## src/rtl/id_ex_stage.sv

```systemverilog
// ID/EX pipeline register. It forwards operands from EX/MEM/WB at capture time,
// inserts a one-cycle bubble on a load-use hazard, and drives the ALU directly.
module id_ex_stage #(
   parameter int DATA_W = 32,
   parameter int REG_AW = 5
) (
   input  logic              clk,
   input  logic              rst_n,
   input  logic              hold,
   input  logic              flush,
   input  logic              id_valid,
   input  logic [REG_AW-1:0] id_rs,
   input  logic [REG_AW-1:0] id_rt,
   input  logic [REG_AW-1:0] id_rd,
   input  logic [DATA_W-1:0] id_rs_data,
   input  logic [DATA_W-1:0] id_rt_data,
   input  logic [15:0]       id_imme,
   input  logic [4:0]        id_shamt,
   input  logic [3:0]        id_alu_control,
   input  logic              id_alu_src,
   input  logic              id_reg_write,
   input  logic              id_mem_read,
   input  logic              id_mem_write,
   input  logic [DATA_W-1:0] ex_alu_result,
   input  logic              mem_reg_write,
   input  logic [REG_AW-1:0] mem_rd,
   input  logic [DATA_W-1:0] mem_data,
   input  logic              wb_reg_write,
   input  logic [REG_AW-1:0] wb_rd,
   input  logic [DATA_W-1:0] wb_data,
   output logic              load_use_stall,
   output logic              ex_valid,
   output logic [DATA_W-1:0] ex_data_a,
   output logic [DATA_W-1:0] ex_data_b,
   output logic [15:0]       ex_imme,
   output logic [4:0]        ex_shamt,
   output logic [3:0]        ex_alu_control,
   output logic              ex_alu_src,
   output logic [REG_AW-1:0] ex_rd,
   output logic              ex_reg_write,
   output logic              ex_mem_read,
   output logic              ex_mem_write
);

   logic              ex_valid_r;
   logic [DATA_W-1:0] ex_data_a_r;
   logic [DATA_W-1:0] ex_data_b_r;
   logic [15:0]       ex_imme_r;
   logic [4:0]        ex_shamt_r;
   logic [3:0]        ex_alu_control_r;
   logic              ex_alu_src_r;
   logic [REG_AW-1:0] ex_rd_r;
   logic              ex_reg_write_r;
   logic              ex_mem_read_r;
   logic              ex_mem_write_r;

   logic              uses_rt_s;
   logic              stall_s;
   logic              ex_fwd_en_s;
   logic              bubble_s;
   logic [DATA_W-1:0] fwd_a_s;
   logic [DATA_W-1:0] fwd_b_s;

   // Priority mux EX > MEM > WB > register file; r0 never forwards.
   function automatic logic [DATA_W-1:0] fwd_sel(
      input logic [REG_AW-1:0] src,
      input logic [DATA_W-1:0] rf_data,
      input logic              ex_en,
      input logic [REG_AW-1:0] ex_dst,
      input logic [DATA_W-1:0] ex_val,
      input logic              mem_en,
      input logic [REG_AW-1:0] mem_dst,
      input logic [DATA_W-1:0] mem_val,
      input logic              wb_en,
      input logic [REG_AW-1:0] wb_dst,
      input logic [DATA_W-1:0] wb_val
   );
      logic [DATA_W-1:0] res;
      if (src == {REG_AW{1'b0}}) begin
         res = rf_data;
      end else if (ex_en && (ex_dst == src)) begin
         res = ex_val;
      end else if (mem_en && (mem_dst == src)) begin
         res = mem_val;
      end else if (wb_en && (wb_dst == src)) begin
         res = wb_val;
      end else begin
         res = rf_data;
      end
      return res;
   endfunction

   // Hazard detection and operand forwarding for the instruction in ID.
   always_comb begin
      uses_rt_s   = (~id_alu_src) | id_mem_write;
      stall_s     = id_valid & ex_valid_r & ex_mem_read_r &
                    (ex_rd_r != {REG_AW{1'b0}}) &
                    ((ex_rd_r == id_rs) | (uses_rt_s & (ex_rd_r == id_rt)));
      // A held load has no result yet, so it can only be forwarded from MEM.
      ex_fwd_en_s = ex_valid_r & ex_reg_write_r & ~ex_mem_read_r;
      bubble_s    = flush | ((~hold) & stall_s);
      fwd_a_s     = fwd_sel(id_rs, id_rs_data, ex_fwd_en_s, ex_rd_r, ex_alu_result,
                            mem_reg_write, mem_rd, mem_data, wb_reg_write, wb_rd, wb_data);
      fwd_b_s     = fwd_sel(id_rt, id_rt_data, ex_fwd_en_s, ex_rd_r, ex_alu_result,
                            mem_reg_write, mem_rd, mem_data, wb_reg_write, wb_rd, wb_data);
   end

   // ID/EX register: flush beats hold, hold beats the load-use bubble.
   always_ff @(posedge clk or negedge rst_n) begin
      if (!rst_n) begin
         ex_valid_r       <= 1'b0;
         ex_data_a_r      <= {DATA_W{1'b0}};
         ex_data_b_r      <= {DATA_W{1'b0}};
         ex_imme_r        <= 16'h0000;
         ex_shamt_r       <= 5'd0;
         ex_alu_control_r <= 4'h0;
         ex_alu_src_r     <= 1'b0;
         ex_rd_r          <= {REG_AW{1'b0}};
         ex_reg_write_r   <= 1'b0;
         ex_mem_read_r    <= 1'b0;
         ex_mem_write_r   <= 1'b0;
      end else if (bubble_s) begin
         ex_valid_r       <= 1'b0;
         ex_data_a_r      <= {DATA_W{1'b0}};
         ex_data_b_r      <= {DATA_W{1'b0}};
         ex_imme_r        <= 16'h0000;
         ex_shamt_r       <= 5'd0;
         ex_alu_control_r <= 4'h0;
         ex_alu_src_r     <= 1'b0;
         ex_rd_r          <= {REG_AW{1'b0}};
         ex_reg_write_r   <= 1'b0;
         ex_mem_read_r    <= 1'b0;
         ex_mem_write_r   <= 1'b0;
      end else if (hold) begin
         ex_valid_r       <= ex_valid_r;
         ex_data_a_r      <= ex_data_a_r;
         ex_data_b_r      <= ex_data_b_r;
         ex_imme_r        <= ex_imme_r;
         ex_shamt_r       <= ex_shamt_r;
         ex_alu_control_r <= ex_alu_control_r;
         ex_alu_src_r     <= ex_alu_src_r;
         ex_rd_r          <= ex_rd_r;
         ex_reg_write_r   <= ex_reg_write_r;
         ex_mem_read_r    <= ex_mem_read_r;
         ex_mem_write_r   <= ex_mem_write_r;
      end else begin
         ex_valid_r       <= id_valid;
         ex_data_a_r      <= fwd_a_s;
         ex_data_b_r      <= fwd_b_s;
         ex_imme_r        <= id_imme;
         ex_shamt_r       <= id_shamt;
         ex_alu_control_r <= id_alu_control;
         ex_alu_src_r     <= id_alu_src;
         ex_rd_r          <= id_rd;
         ex_reg_write_r   <= id_reg_write;
         ex_mem_read_r    <= id_mem_read;
         ex_mem_write_r   <= id_mem_write;
      end
   end

   assign load_use_stall = stall_s;
   assign ex_valid       = ex_valid_r;
   assign ex_data_a      = ex_data_a_r;
   assign ex_data_b      = ex_data_b_r;
   assign ex_imme        = ex_imme_r;
   assign ex_shamt       = ex_shamt_r;
   assign ex_alu_control = ex_alu_control_r;
   assign ex_alu_src     = ex_alu_src_r;
   assign ex_rd          = ex_rd_r;
   assign ex_reg_write   = ex_reg_write_r;
   assign ex_mem_read    = ex_mem_read_r;
   assign ex_mem_write   = ex_mem_write_r;

endmodule

```

## config.mk

```make
export PLATFORM = sky130hd
export DESIGN_NAME = id_ex_stage
export DESIGN_NICKNAME = d
export VERILOG_FILES = /design/src/rtl/id_ex_stage.sv
export SDC_FILE = /design/constraint.sdc
export NUM_CORES = 1
export LEC_CHECK = 0
export BUFFER_PORTS_ARGS = -buffer_cell sky130_fd_sc_hd__buf_2
export CORE_ASPECT_RATIO = 0.5
export CORE_UTILIZATION = 34
export CTS_BUF_LIST = sky130_fd_sc_hd__clkbuf_4 sky130_fd_sc_hd__clkbuf_8 sky130_fd_sc_hd__clkbuf_16
export CTS_CLUSTER_DIAMETER = 100
export DETAILED_ROUTE_END_ITERATION = 7
export GPL_TIMING_DRIVEN = 0
export PLACE_DENSITY = 0.63
export SYNTH_ARGS = -nofsm -noshare
export SYNTH_HDL_FRONTEND = slang
export SYNTH_SLANG_ARGS = --single-unit
export TNS_END_PERCENT = 1
```

## constraint.sdc

```tcl
create_clock -name clk -period 4.38 [get_ports clk]
set_input_delay 0.876 -clock clk [delete_from_list [all_inputs] [get_ports clk]]
set_output_delay 0.876 -clock clk [all_outputs]
set_load 0.005 [all_outputs]
```

* Word-level counts from Yosys, hierarchy flattened *
Cells that the tools add are included.

storage, ports and cells
  bits in registers = 99

operators by class
  bitwise logic cells = 14
  reduce and logical (&&, ||, !) cells = 9
  equality and inequality tests = 7
  muxes and demuxes = 30

operators with widths
  cell                                           count
  2-to-1 mux 32 bit                              12
  2-to-1 mux 16 bit                              2
  == test 5 bit                                  6
  2-to-1 mux 5 bit                               4
  logical NOT 5 bit                              2
  2-to-1 mux 1 bit                               10
  AND 1 bit                                      8
  2-to-1 mux 4 bit                               2
  logical AND 1 bit                              6
  nonzero test 5 bit                             1
  NOT 1 bit                                      3
  bitwise OR 1 bit                               3
  != test 2 x 1 -> 1 bit, second input constant  1

* Depth between registers and ports, before layout *
Gate-level depths: netlist (run 1).

  depth in word-level cells = 8
  depth in mapped cells = 8
  mapped depth without buffers = 6

* Worst setup path after synthesis (run 1) *
Ideal clock, no wire load.

  path kind = input port to flip-flop
  start point = input port wb_rd[1]
  end point = register ex_data_b_r[2] (netlist: ex_data_b[2])
  path buffers = 2
  arrival = 2380 ps
  setup slack = 1875 ps
  stages on the path = 8
  path through = xor2_1 or3b_2 clkbuf_1 clkbuf_1 o21ai_0 a311oi_1 a211oi_1 o31ai_1

on the way
  word-level cells in the longest chain between the ends = 8

RTL lines
  element               RTL line  text
  start, declared       29        input logic [REG_AW-1:0] wb_rd,
  == test 5 bit         85        end else if (wb_en && (wb_dst == src)) begin
  logical AND 1 bit     85
  2-to-1 mux 32 bit     85
  2-to-1 mux 32 bit     83        end else if (mem_en && (mem_dst == src)) begin
  2-to-1 mux 32 bit     81        end else if (ex_en && (ex_dst == src)) begin
  2-to-1 mux 32 bit     79        if (src == {REG_AW{1'b0}}) begin
  2-to-1 mux 32 bit     134       end else if (hold) begin
  2-to-1 mux 32 bit     122       end else if (bubble_s) begin
  end signal, assigned  125       ex_data_b_r <= {DATA_W{1'b0}};
  end signal, assigned  137       ex_data_b_r <= ex_data_b_r;
  end signal, assigned  149       ex_data_b_r <= fwd_b_s;
  end, declared         47        logic [DATA_W-1:0] ex_data_b_r;

No other way between the ends. The select of a mux whose other input is x is not followed.
A chain may end at the register's enable or synchronous reset.

* Final worst setup path (run 1) *
  start point = input port id_rt[1]
  end point = register ex_data_b_r[9] (netlist: ex_data_b[9])

on the way
  word-level cells in the longest chain between the ends = 8
  elaborated cells between the ends (all ways) = 19
  classes of those cells = 4 x eq/ne; 6 x mux; 5 x bitwise; 4 x reduce/logical

RTL lines
  element            RTL line  text
  start, declared    13        input logic [REG_AW-1:0] id_rt,
  == test 5 bit      85
  logical AND 1 bit  85
  2-to-1 mux 32 bit  85
  2-to-1 mux 32 bit  83
  2-to-1 mux 32 bit  81
  2-to-1 mux 32 bit  79
  2-to-1 mux 32 bit  134
  2-to-1 mux 32 bit  122

Parallel ways exist; a longest one is shown, timed or not. The select of a mux whose other input is x is not followed.

==> results of run 1 <==
sequential cells by signal (all words and copies together), names as in the netlist:
signal and cells:
ex_data_a 32, ex_data_b 32, ex_imme 16, ex_rd 5, ex_shamt 5, ex_alu_control 4
ex_alu_src 1, ex_mem_read 1, ex_mem_write 1, ex_reg_write 1, ex_valid 1
worst max-delay path, stage by stage:
cell and delay (ns):
buf_2 0.14, xor2_1 0.15, or3b_2 0.49, clkbuf_1 0.28, clkbuf_1 0.34, o21ai_0 0.39, a311oi_1 0.17, a211oi_1 0.47
o31ai_1 0.11
logic make-up after synthesis:
group / Yosys count / synth area share
buffers and inverters: 101 / 0.06271
AND/OR/NAND/NOR: 294 / 0.2083
XOR/XNOR: 30 / 0.03885
flip-flops: 99 / 0.3663
AO/OA/AOI/OAI: 294 / 0.3239
per-layer routing:
layer	vias to the layer above	part of all wire	track usage
met5	-	0	0
met4	0	0.032	0.1148
met3	82	0.097	0.06885
met2	527	0.43	0.4889
met1	4286	0.44	0.4351
li1	3847	-	-
layout by cell type, fill, tap and decap left out, types with 2 or more instances in the layout:
| cell type | netlist | routed |
|---|---|---|
| buf_2 | 0 | 319 |
| dfrtp_1 | 99 | 99 |
| clkbuf_1 | 94 | 94 |
| nor2_1 | 72 | 72 |
| nand2_1 | 71 | 71 |
| nor3_1 | 65 | 65 |
| nand4_1 | 63 | 63 |
| o31ai_1 | 62 | 62 |
| a311oi_1 | 61 | 61 |
| a211oi_1 | 61 | 61 |
| o21ai_0 | 59 | 59 |
| a22o_1 | 34 | 34 |
| xnor2_1 | 26 | 26 |
| clkbuf_16 | 0 | 9 |
| diode_2 | 0 | 7 |
| buf_6 | 6 | 6 |
| nand3_1 | 5 | 5 |
| and3_1 | 5 | 5 |
| xor2_1 | 4 | 4 |
| or2_2 | 3 | 3 |
| o21ai_1 | 3 | 3 |
| a221oi_1 | 3 | 3 |
| a21oi_1 | 3 | 3 |
| o31a_1 | 3 | 3 |
| or3b_2 | 2 | 2 |
| and2_1 | 2 | 2 |
| o31ai_2 | 2 | 2 |
| nor3_2 | 2 | 2 |
| clkinvlp_4 | 0 | 2 |
final cells by class:
cell class / instances / area share
sequential: 99 / 0.2740
multi-input combinational: 618 / 0.4272
clock inverter: 5 / 0.006919
inverter: 1 / 0.0004152
clock buffer: 10 / 0.02574
timing repair buffer: 321 / 0.1805
tap: 266 / 0.03681
antenna: 7 / 0.001937
buffer: 100 / 0.04650
how the worst max path moves through the flow:
stage / startpoint / endpoint
after global placement: id_rt[1] / ex_data_b[6]
after detailed placement: id_rt[3] / ex_data_b[9]
after floorplan: wb_rd[1] / ex_data_b[2]
after global routing: id_rt[1] / ex_data_b[5]
after CTS: id_rt[3] / ex_data_b[9]
final: id_rt[1] / ex_data_b[9]
per-stage QoR:
stage	cells	setup WS, ns	instance area (um^2)	total power [uW]	hold slack (ns)
2_1_floorplan	818	1.875	6764	1296	0.4726
3_3_place_gp	1404	0.9473	8698	1629	0.4595
3_5_place_dp	1405	0.9464	8728	1636	0.4675
4_1_cts	1420	1.333	9024	2467	0.4838
5_1_grt	1425	1.095	9036	2567	0.5068
6_report	1427	1.188	9041	2467	0.4761
power groups by stage:
stage	Combinational (uW)	Clock [uW]	Sequential [uW]
5_1_grt	673	880	1010
2_1_floorplan	270	0	1030
4_1_cts	614	846	1010
6_report	627	833	1010
3_3_place_gp	607	0	1020
3_5_place_dp	611	0	1020
==> results.ini, run 1 <==
[run_status]
status = completed

[die]
die_area_um2 = 20500
die_width_um = 201.5
rows = 36
io_pins = 321
start_util = 0.3476
die-height_um = 101.7
core-area_um2 = 19460

[cts]
hold_buffers = 0
postCtsSetupBuffers = 0
clk_pin_slew_ns = 0.07
htree_levels = 3
cts_inserted_buffers = 9
cts_max_path_buffers = 2
clockRootBuffer = clkbuf_16
cts_tree = yes
clk_latency_ns = 0.36
cts.sinks = 99
cts.repair.resized = 0

[cells_and_area]
multi_input_area_um2 = 3862
fin_nets = 1371
seqCellArea_um2 = 2477
fin_util = 0.4646
layout-drive-gt1-share = 0.3059
area_growth_pct = 33.67
nFillCells = 1989

[hold_path]
whs_endpoint = ex_data_b[25]
hold_class = register to register
min_path_cells = 2
holdCritStartpoint = ex_data_b[25]

[power]
power.internal_uw = 1665
p_sw_frac = 0.3252
combPwrFrac = 0.254
p_per_area_nw_per_um2 = 272.9
peakVddDrop_v = 0.0001677
pwr-share-seq = 0.408
p_clk_frac = 0.338
p_leak_uw = 0.003876
netSwitchingPower_uw = 802.3

[synth]
ys_ff_latch = 99
ys.flop_type = dfrtp_1
yosys.cell_types.count = 33
ys_top_cells_by_area = dfrtp_1 37%, a311oi_1 7.9%, o31ai_1 6.9%, a211oi_1 6.8%, nand4_1 5.8%
async_flop_share = 1.000
yosys.area.top_type_share = 0.3663
postSynthCellCount = 818
yosysMostFrequentCell = dfrtp_1
yosysTopAreaCell = dfrtp_1
ys.warnings.count = 0
yosys-top-cells-count = 99 x dfrtp_1, 94 x clkbuf_1, 72 x nor2_1
synth_area_um2 = 6764
synth_edf_count = 0
synth_area_per_cell_um2 = 8.269
yosysSeqAreaShare = 0.3663
syn_nets = 1039

[grt]
grt_max_degree = 54
grt_antenna_before_repair = 5
grtUsageTotal = 0.3158
grt_pass1_vias = 8475
grt_pass1_wl_um = 49330
gr-total-overflow = 0

[sta]
setup_viol = 0
slew_violations = 0
grt_setup_unrepaired = no
fin_skew_ns = 0.01327
fmax_mhz = 313.3
finalCritPeriodShare = 0.7288
hold_violations = 0
post-route-min-period_ns = 3.192
worst_pin_slew_ns = 1.020
relSlewSlack = 0.3150
setup_tns_ns = 0

[critical_path]
reg2reg_from = ex_rd[3]
r2r-end = ex_data_b[9]
critPathKind = primary input to register
rr_worst_depth = 7
rrSetupSlack_ns = 1.39
crit_fanout = 10
critPathRequiredTime_ns = 4.61
cp-start-kind = primary input
end_kind = register
crit_arrival_ns = 3.42

[detailed_routing]
drt_iter0_drc = 991
via_per_inst = 6.126
drt-pass1-iter-count = 5
post-route-drc-count = 0
vias = 8742
ant_nets = 0
totalWireLength_um = 33070
wl_per_cell_um = 23.17

[job]
drv_cap = 0

[place]
hpwlAfterDp_um = 26170
portBuffers = 320
gp_congestion = 0.9663

Note: power is estimated with default switching activity, not from simulation.
==> run 2: changes to the inputs <==
--- a/config.mk
+++ b/config.mk
@@ -5,6 +5,7 @@
 export SDC_FILE = /design/constraint.sdc
 export NUM_CORES = 1
 export LEC_CHECK = 0
+export ABC_AREA = 1
 export BUFFER_PORTS_ARGS = -buffer_cell sky130_fd_sc_hd__buf_2
 export CORE_ASPECT_RATIO = 0.5
 export CORE_UTILIZATION = 34
==> constraint.sdc (replaced) <==
create_clock -name clk -period 2.76 [get_ports clk]
set_input_delay 0.552 -clock clk [delete_from_list [all_inputs] [get_ports clk]]
set_output_delay 0.552 -clock clk [all_outputs]
set_load 0.005 [all_outputs]
==> run 2 against run 1 <==
Highest routed layer unchanged. Die area grew 16%. Clock skew shrank 0.00053 ns. Register-to-register slack lost 0.89 ns.
==> results.ini, run 2 <==
[die]
start_util = 0.3544  ; +0.006778
die_area_um2 = 23690  ; +16%
die-height_um = 109.3  ; +7.5%
rows = 38  ; +5.6%
die_width_um = 216.7  ; +7.5%
io_pins = 321  ; unchanged
core-area_um2 = 22110  ; +14%

[synth]
synth_edf_count = 0  ; unchanged
yosysMostFrequentCell = nand2_1
ys.warnings.count = 0  ; unchanged
yosys-top-cells-count = 598 x nand2_1, 274 x nor2_1, 170 x nand3_1
postSynthCellCount = 1395  ; +71%
synth_area_per_cell_um2 = 5.616  ; -32%
ys_ff_latch = 99  ; unchanged
ys_top_cells_by_area = dfrtp_1 32%, nand2_1 29%, nor2_1 13%, nand3_1 11%, inv_1 4.2%
syn_nets = 1616  ; +56%
yosys.cell_types.count = 23  ; -30%
ys.flop_type = dfrtp_1
yosysTopAreaCell = dfrtp_1
async_flop_share = 1.000  ; unchanged
yosysSeqAreaShare = 0.3162  ; -0.05007
synth_area_um2 = 7835  ; +16%
yosys.area.top_type_share = 0.3162  ; -0.05007

[cts]
cts.repair.resized = 0  ; unchanged
htree_levels = 3  ; unchanged
cts_inserted_buffers = 9  ; unchanged
cts_tree = yes
postCtsSetupBuffers = 0  ; unchanged
cts_max_path_buffers = 2  ; unchanged
clockRootBuffer = clkbuf_16
clk_latency_ns = 0.38  ; +0.02 ns
hold_buffers = 0  ; unchanged
cts.sinks = 99  ; unchanged
clk_pin_slew_ns = 0.09  ; +0.02 ns

[critical_path]
cp-start-kind = register
critPathKind = register to output pin
crit_fanout = 10  ; unchanged
crit_arrival_ns = 1.92  ; -1.50 ns
rr_worst_depth = 9  ; +2
reg2reg_from = ex_mem_read
r2r-end = ex_data_b[0]
critPathRequiredTime_ns = 2.21  ; -2.40 ns
end_kind = output pin
rrSetupSlack_ns = 0.50  ; -0.89 ns

[grt]
gr-total-overflow = 0  ; unchanged
grt_pass1_vias = 9188  ; +8.4%
grt_pass1_wl_um = 49900  ; +1.2%
grt_max_degree = 54  ; unchanged
grt_antenna_before_repair = 4  ; -1
grtUsageTotal = 0.2748  ; -0.04094

[power]
p_per_area_nw_per_um2 = 384.6  ; +41%
p_leak_uw = 0.006364  ; +64%
peakVddDrop_v = 0.0002846  ; +70%

[hold_path]
hold_class = primary input to asynchronous set/reset pin

[place]
portBuffers = 320  ; unchanged
gp_congestion = 0.9332  ; -3.4%
hpwlAfterDp_um = 25980  ; -0.72%
dpl.cell_count = 2016  ; +43%

[sta]
hold_violations = 0  ; unchanged
fin_skew_ns = 0.01273  ; -0.0005349 ns
finalCritPeriodShare = 0.8942
setup_viol = 0  ; unchanged
worst_pin_slew_ns = 0.7744  ; -0.2453 ns
slew_violations = 0  ; unchanged
fmax_mhz = 405.2
relSlewSlack = 0.4837  ; +0.1688
post-route-min-period_ns = 2.468
grt_setup_unrepaired = no

[cells_and_area]
final_common_cell = nand2_1
fin_util = 0.4603  ; -0.004363
final_cells = 2039  ; +43%
layout-drive-gt1-share = 0.2309  ; -0.07495
area_growth_pct = 29.88
fin_nets = 1948  ; +42%
layout_common_cells = 598 x nand2_1, 349 x buf_2, 274 x nor2_1, 170 x nand3_1, 99 x dfrtp_1
nFillCells = 2507  ; +26%

[job]
drv_cap = 0  ; unchanged

[detailed_routing]
via_per_inst = 4.814  ; -21%
drt-pass1-iter-count = 7  ; +2
totalWireLength_um = 32440  ; -1.9%
drt_iter0_drc = 826  ; -17%
post-route-drc-count = 0  ; unchanged
vias = 9816  ; +12%
wl_per_cell_um = 15.91  ; -31%
ant_nets = 0  ; unchanged

[run_status]
status = completed

run 2: cells by family after synthesis:
| group | count (synthesis) | share of synthesized area |
|---|---|---|
| compound gates | 19 | 0.01214 |
| xor+xnor | 2 | 0.002236 |
| buf+inv | 181 | 0.09869 |
| flops | 99 | 0.3162 |
| simple gates | 1094 | 0.5707 |
run 2: critical path, stage by stage (launching register included):
cell,delay [ns]
dfrtp_1,0.43
inv_1,0.13
nand2_1,0.06
and2_1,0.15
nand4_2,0.11
nand2_1,0.08
nand2_2,0.17
buf_2,0.25
inv_1,0.05
buf_2,0.12
run 2: cell type report:
class	instances	area, um^2	share of cell area
Clock buffer	9	225.2	0.02213
Multi-Input combinational cell	1115	4584	0.4505
Buffer	83	405.4	0.03984
Sequential cell	99	2477	0.2435
Tap cell	300	375.4	0.03689
Inverter	98	367.9	0.03615
Timing Repair Buffer	321	1632	0.1603
Clock inverter	7	91.34	0.008976
Antenna cell	7	17.52	0.001721
run 2: worst max path at each step:
stage	slack, ns	from	cells past startpoint	end
detailed placement	0.23	id_rt[4]	13	ex_data_b[0]
global placement	-0.10	rst_n	1	ex_data_a[6]
finish	0.29	ex_rd[2]	9	load_use_stall
floorplan	0.86	id_rs[1]	9	load_use_stall
CTS	0.26	ex_rd[2]	9	load_use_stall
global route	0.13	ex_rd[2]	9	load_use_stall
run 2: report_power, final:
part / switching [uW] / internal [uW] / leakage [uW] / total (uW)
Sequential: 53.7 / 1540 / 0.00132 / 1600
Clock: 730 / 658 / 0.000154 / 1390
Combinational: 572 / 358 / 0.00489 / 930
run 2: metal layers:
metal | track usage | wire length (um)
met1 | 0.3727 | 15020
met2 | 0.4446 | 14840
met3 | 0.04758 | 1863
met4 | 0.09608 | 717
met5 | 0 | 0
run 2: per-stage QoR:
stage               hold slack [ns]  setup slack (ns)  total power (uW)  cell area (um^2)  TNS, ns
floorplan                    0.2564            0.8623              2053              7835        0
finish                       0.2389            0.2919              3913             10180        0
global route                 0.2741            0.1299              4133             10170        0
global placement             0.4575           -0.1014              2539              9812   -8.431
detailed placement           0.4593            0.2256              2548              9842        0
CTS                          0.2577            0.2558              3939             10160        0
==> run 3: changes to the inputs <==
--- a/config.mk
+++ b/config.mk
@@ -6,7 +6,7 @@
 export NUM_CORES = 1
 export LEC_CHECK = 0
 export ABC_AREA = 1
-export BUFFER_PORTS_ARGS = -buffer_cell sky130_fd_sc_hd__buf_2
+export BUFFER_PORTS_ARGS = -buffer_cell sky130_fd_sc_hd__buf_4
 export CORE_ASPECT_RATIO = 0.5
 export CORE_UTILIZATION = 34
 export CTS_BUF_LIST = sky130_fd_sc_hd__clkbuf_4 sky130_fd_sc_hd__clkbuf_8 sky130_fd_sc_hd__clkbuf_16
==> run 3 against run 2 <==
Sequential power is essentially flat. First-iteration DRC count grew 13%. Clock-buffer cell count is the same. Largest cell class unchanged. Clock skew grew 0.0029 ns. Cell count shrank 0.34%. Critical path depth grew 1. Hold slack lost 0.21 ns. Critical path type unchanged.
==> results.ini, run 3 (same netlist as run 2, synthesis figures left out) <==
[job]
drv_cap = 0  ; unchanged

[die]
start_util = 0.3544  ; unchanged
die_area_um2 = 23690  ; unchanged
die-height_um = 109.3  ; unchanged
io_pins = 321  ; unchanged
core-area_um2 = 22110  ; unchanged
die_width_um = 216.7  ; unchanged
rows = 38  ; unchanged

[cells_and_area]
layout-drive-gt1-share = 0.2309  ; unchanged
multi_input_area_um2 = 4584  ; unchanged
final_common_cell = nand2_1
layout_common_cells = 598 x nand2_1, 322 x buf_4, 274 x nor2_1, 170 x nand3_1, 99 x dfrtp_1
nFillCells = 2347  ; -6.4%
seqCellArea_um2 = 2477  ; unchanged
fin_area_um2 = 10960  ; +7.7%
antenna_cells = 0  ; -7
area_growth_pct = 39.86
fin_nets = 1948  ; unchanged

[cts]
cts.repair.resized = 0  ; unchanged
cts_max_path_buffers = 2  ; unchanged
postCtsSetupBuffers = 0  ; unchanged
clk_pin_slew_ns = 0.09  ; about the same
cts.sinks = 99  ; unchanged
clockRootBuffer = clkbuf_16
htree_levels = 3  ; unchanged
hold_buffers = 0  ; unchanged
cts_tree = yes
cts_inserted_buffers = 9  ; unchanged
clk_latency_ns = 0.40  ; +0.02 ns

[grt]
grtUsageTotal = 0.2926  ; +0.01781
grt_max_degree = 100  ; +85%
grt_pass1_wl_um = 52700  ; +5.6%
gr-total-overflow = 0  ; unchanged
grt_antenna_before_repair = 0  ; -4
grt_pass1_vias = 9443  ; +2.8%

[sta]
worst_pin_slew_ns = 0.7818  ; +0.007356 ns
fin_skew_ns = 0.01565  ; +0.002914 ns
fmax_mhz = 396.6  ; -2.1%
setup_tns_ns = 0  ; unchanged
slew_violations = 0  ; unchanged
finalCritPeriodShare = 0.9136  ; +0.01941
relSlewSlack = 0.4788  ; -0.004904
setup_viol = 0  ; unchanged
hold_violations = 0  ; unchanged
grt_setup_unrepaired = no
post-route-min-period_ns = 2.522  ; +0.05358 ns

[detailed_routing]
met1Wirelength_um = 15250  ; +1.5%
wl_met3_um = 2488  ; +34%
post-route-drc-count = 0  ; unchanged
wl_met2_um = 15910  ; +7.3%
drt_iter0_drc = 931  ; +13%
drt-pass1-iter-count = 8  ; +1
ant_nets = 0  ; unchanged
vias = 10210  ; +4.0%
wl_per_cell_um = 17.00  ; +6.9%
via_per_inst = 5.026  ; +4.4%
totalWireLength_um = 34550  ; +6.5%
top_layer = met4

[place]
gp_congestion = 0.9375  ; +0.46%
placed_cell_area_um2 = 10610  ; +7.8%
hpwlAfterDp_um = 27630  ; +6.3%
portBuffers = 320  ; unchanged

[critical_path]
crit_arrival_ns = 1.97  ; +0.05 ns
critPathRequiredTime_ns = 2.21  ; about the same
end_kind = output pin
rr_worst_depth = 9  ; unchanged
crit_fanout = 10  ; unchanged
critPathKind = register to output pin
r2r-end = ex_data_b[0]
reg2reg_from = ex_mem_read
cp-start-kind = register
rrSetupSlack_ns = 0.49  ; about the same

[power]
p_per_area_nw_per_um2 = 374.7  ; -2.6%
peakVddDrop_v = 0.0002953  ; +3.8%
p_leak_uw = 0.006572  ; +3.3%

[hold_path]
hold_class = primary input to asynchronous set/reset pin

[run_status]
status = completed

run 3: cell count changes in the layout (fill, tap and decap cells not counted):
cell,delta
buf_2,-319
buf_4,+318
buf_6,+1
clkinv_8,-1
diode_2,-7
inv_12,+1
inv_6,+1
inv_8,-1
run 3: power by group:
group | switching (uW) | total [uW] | internal [uW]
sequential | 63.8 | 1610 | 1540
combinational | 590 | 1080 | 494
clock | 758 | 1420 | 659
run 3: how the worst max path moves through the flow:
stage | startpoint | to | slack (ns) | depth (start not counted)
floorplan | id_rs[1] | load_use_stall | 0.86 | 9
CTS | ex_rd[0] | load_use_stall | 0.22 | 10
detailed placement | id_rt[4] | ex_data_b[0] | 0.21 | 13
global placement | id_rt[4] | ex_data_b[0] | 0.19 | 13
finish | ex_rd[0] | load_use_stall | 0.24 | 10
global route | ex_rd[2] | load_use_stall | 0.06 | 9
run 3: critical path, stage by stage, from the launching register on:
cell and delay [ns]:
dfrtp_1 0.42, inv_1 0.12, nand2_1 0.07, nand2_1 0.05
nor2_1 0.14, nand4_2 0.11, nand2_1 0.11, nand2_2 0.15
buf_2 0.23, inv_1 0.07, buf_4 0.10
run 3: per-layer routing:
metal	up-vias	GRT usage
met2	398	0.4796
met1	4780	0.3889
met4	0	0.09155
li1	4968	-
met5	-	0
met3	67	0.06169
run 3: layout make-up:
class,count,share of cell area
Buffer,83,0.03699
Timing Repair Buffer,321,0.2221
Clock inverter,7,0.008107
Multi-Input combinational cell,1115,0.4184
Sequential cell,99,0.2261
Tap cell,300,0.03425
Clock buffer,9,0.02055
Inverter,98,0.03357
run 3: through the flow:
step | cells | hold WS [ns] | utilization | worst slack (ns) | total power (uW)
global route | 2032 | 0.03245 | 0.4956 | 0.06229 | 4309
global placement | 2015 | 0.4646 | 0.4800 | 0.1912 | 2691
floorplan | 1395 | 0.2564 | - | 0.8623 | 2053
detailed placement | 2015 | 0.4662 | 0.4800 | 0.2132 | 2706
CTS | 2031 | 0.3659 | 0.4942 | 0.2154 | 4124
finish | 2032 | 0.03005 | 0.4956 | 0.2383 | 4106
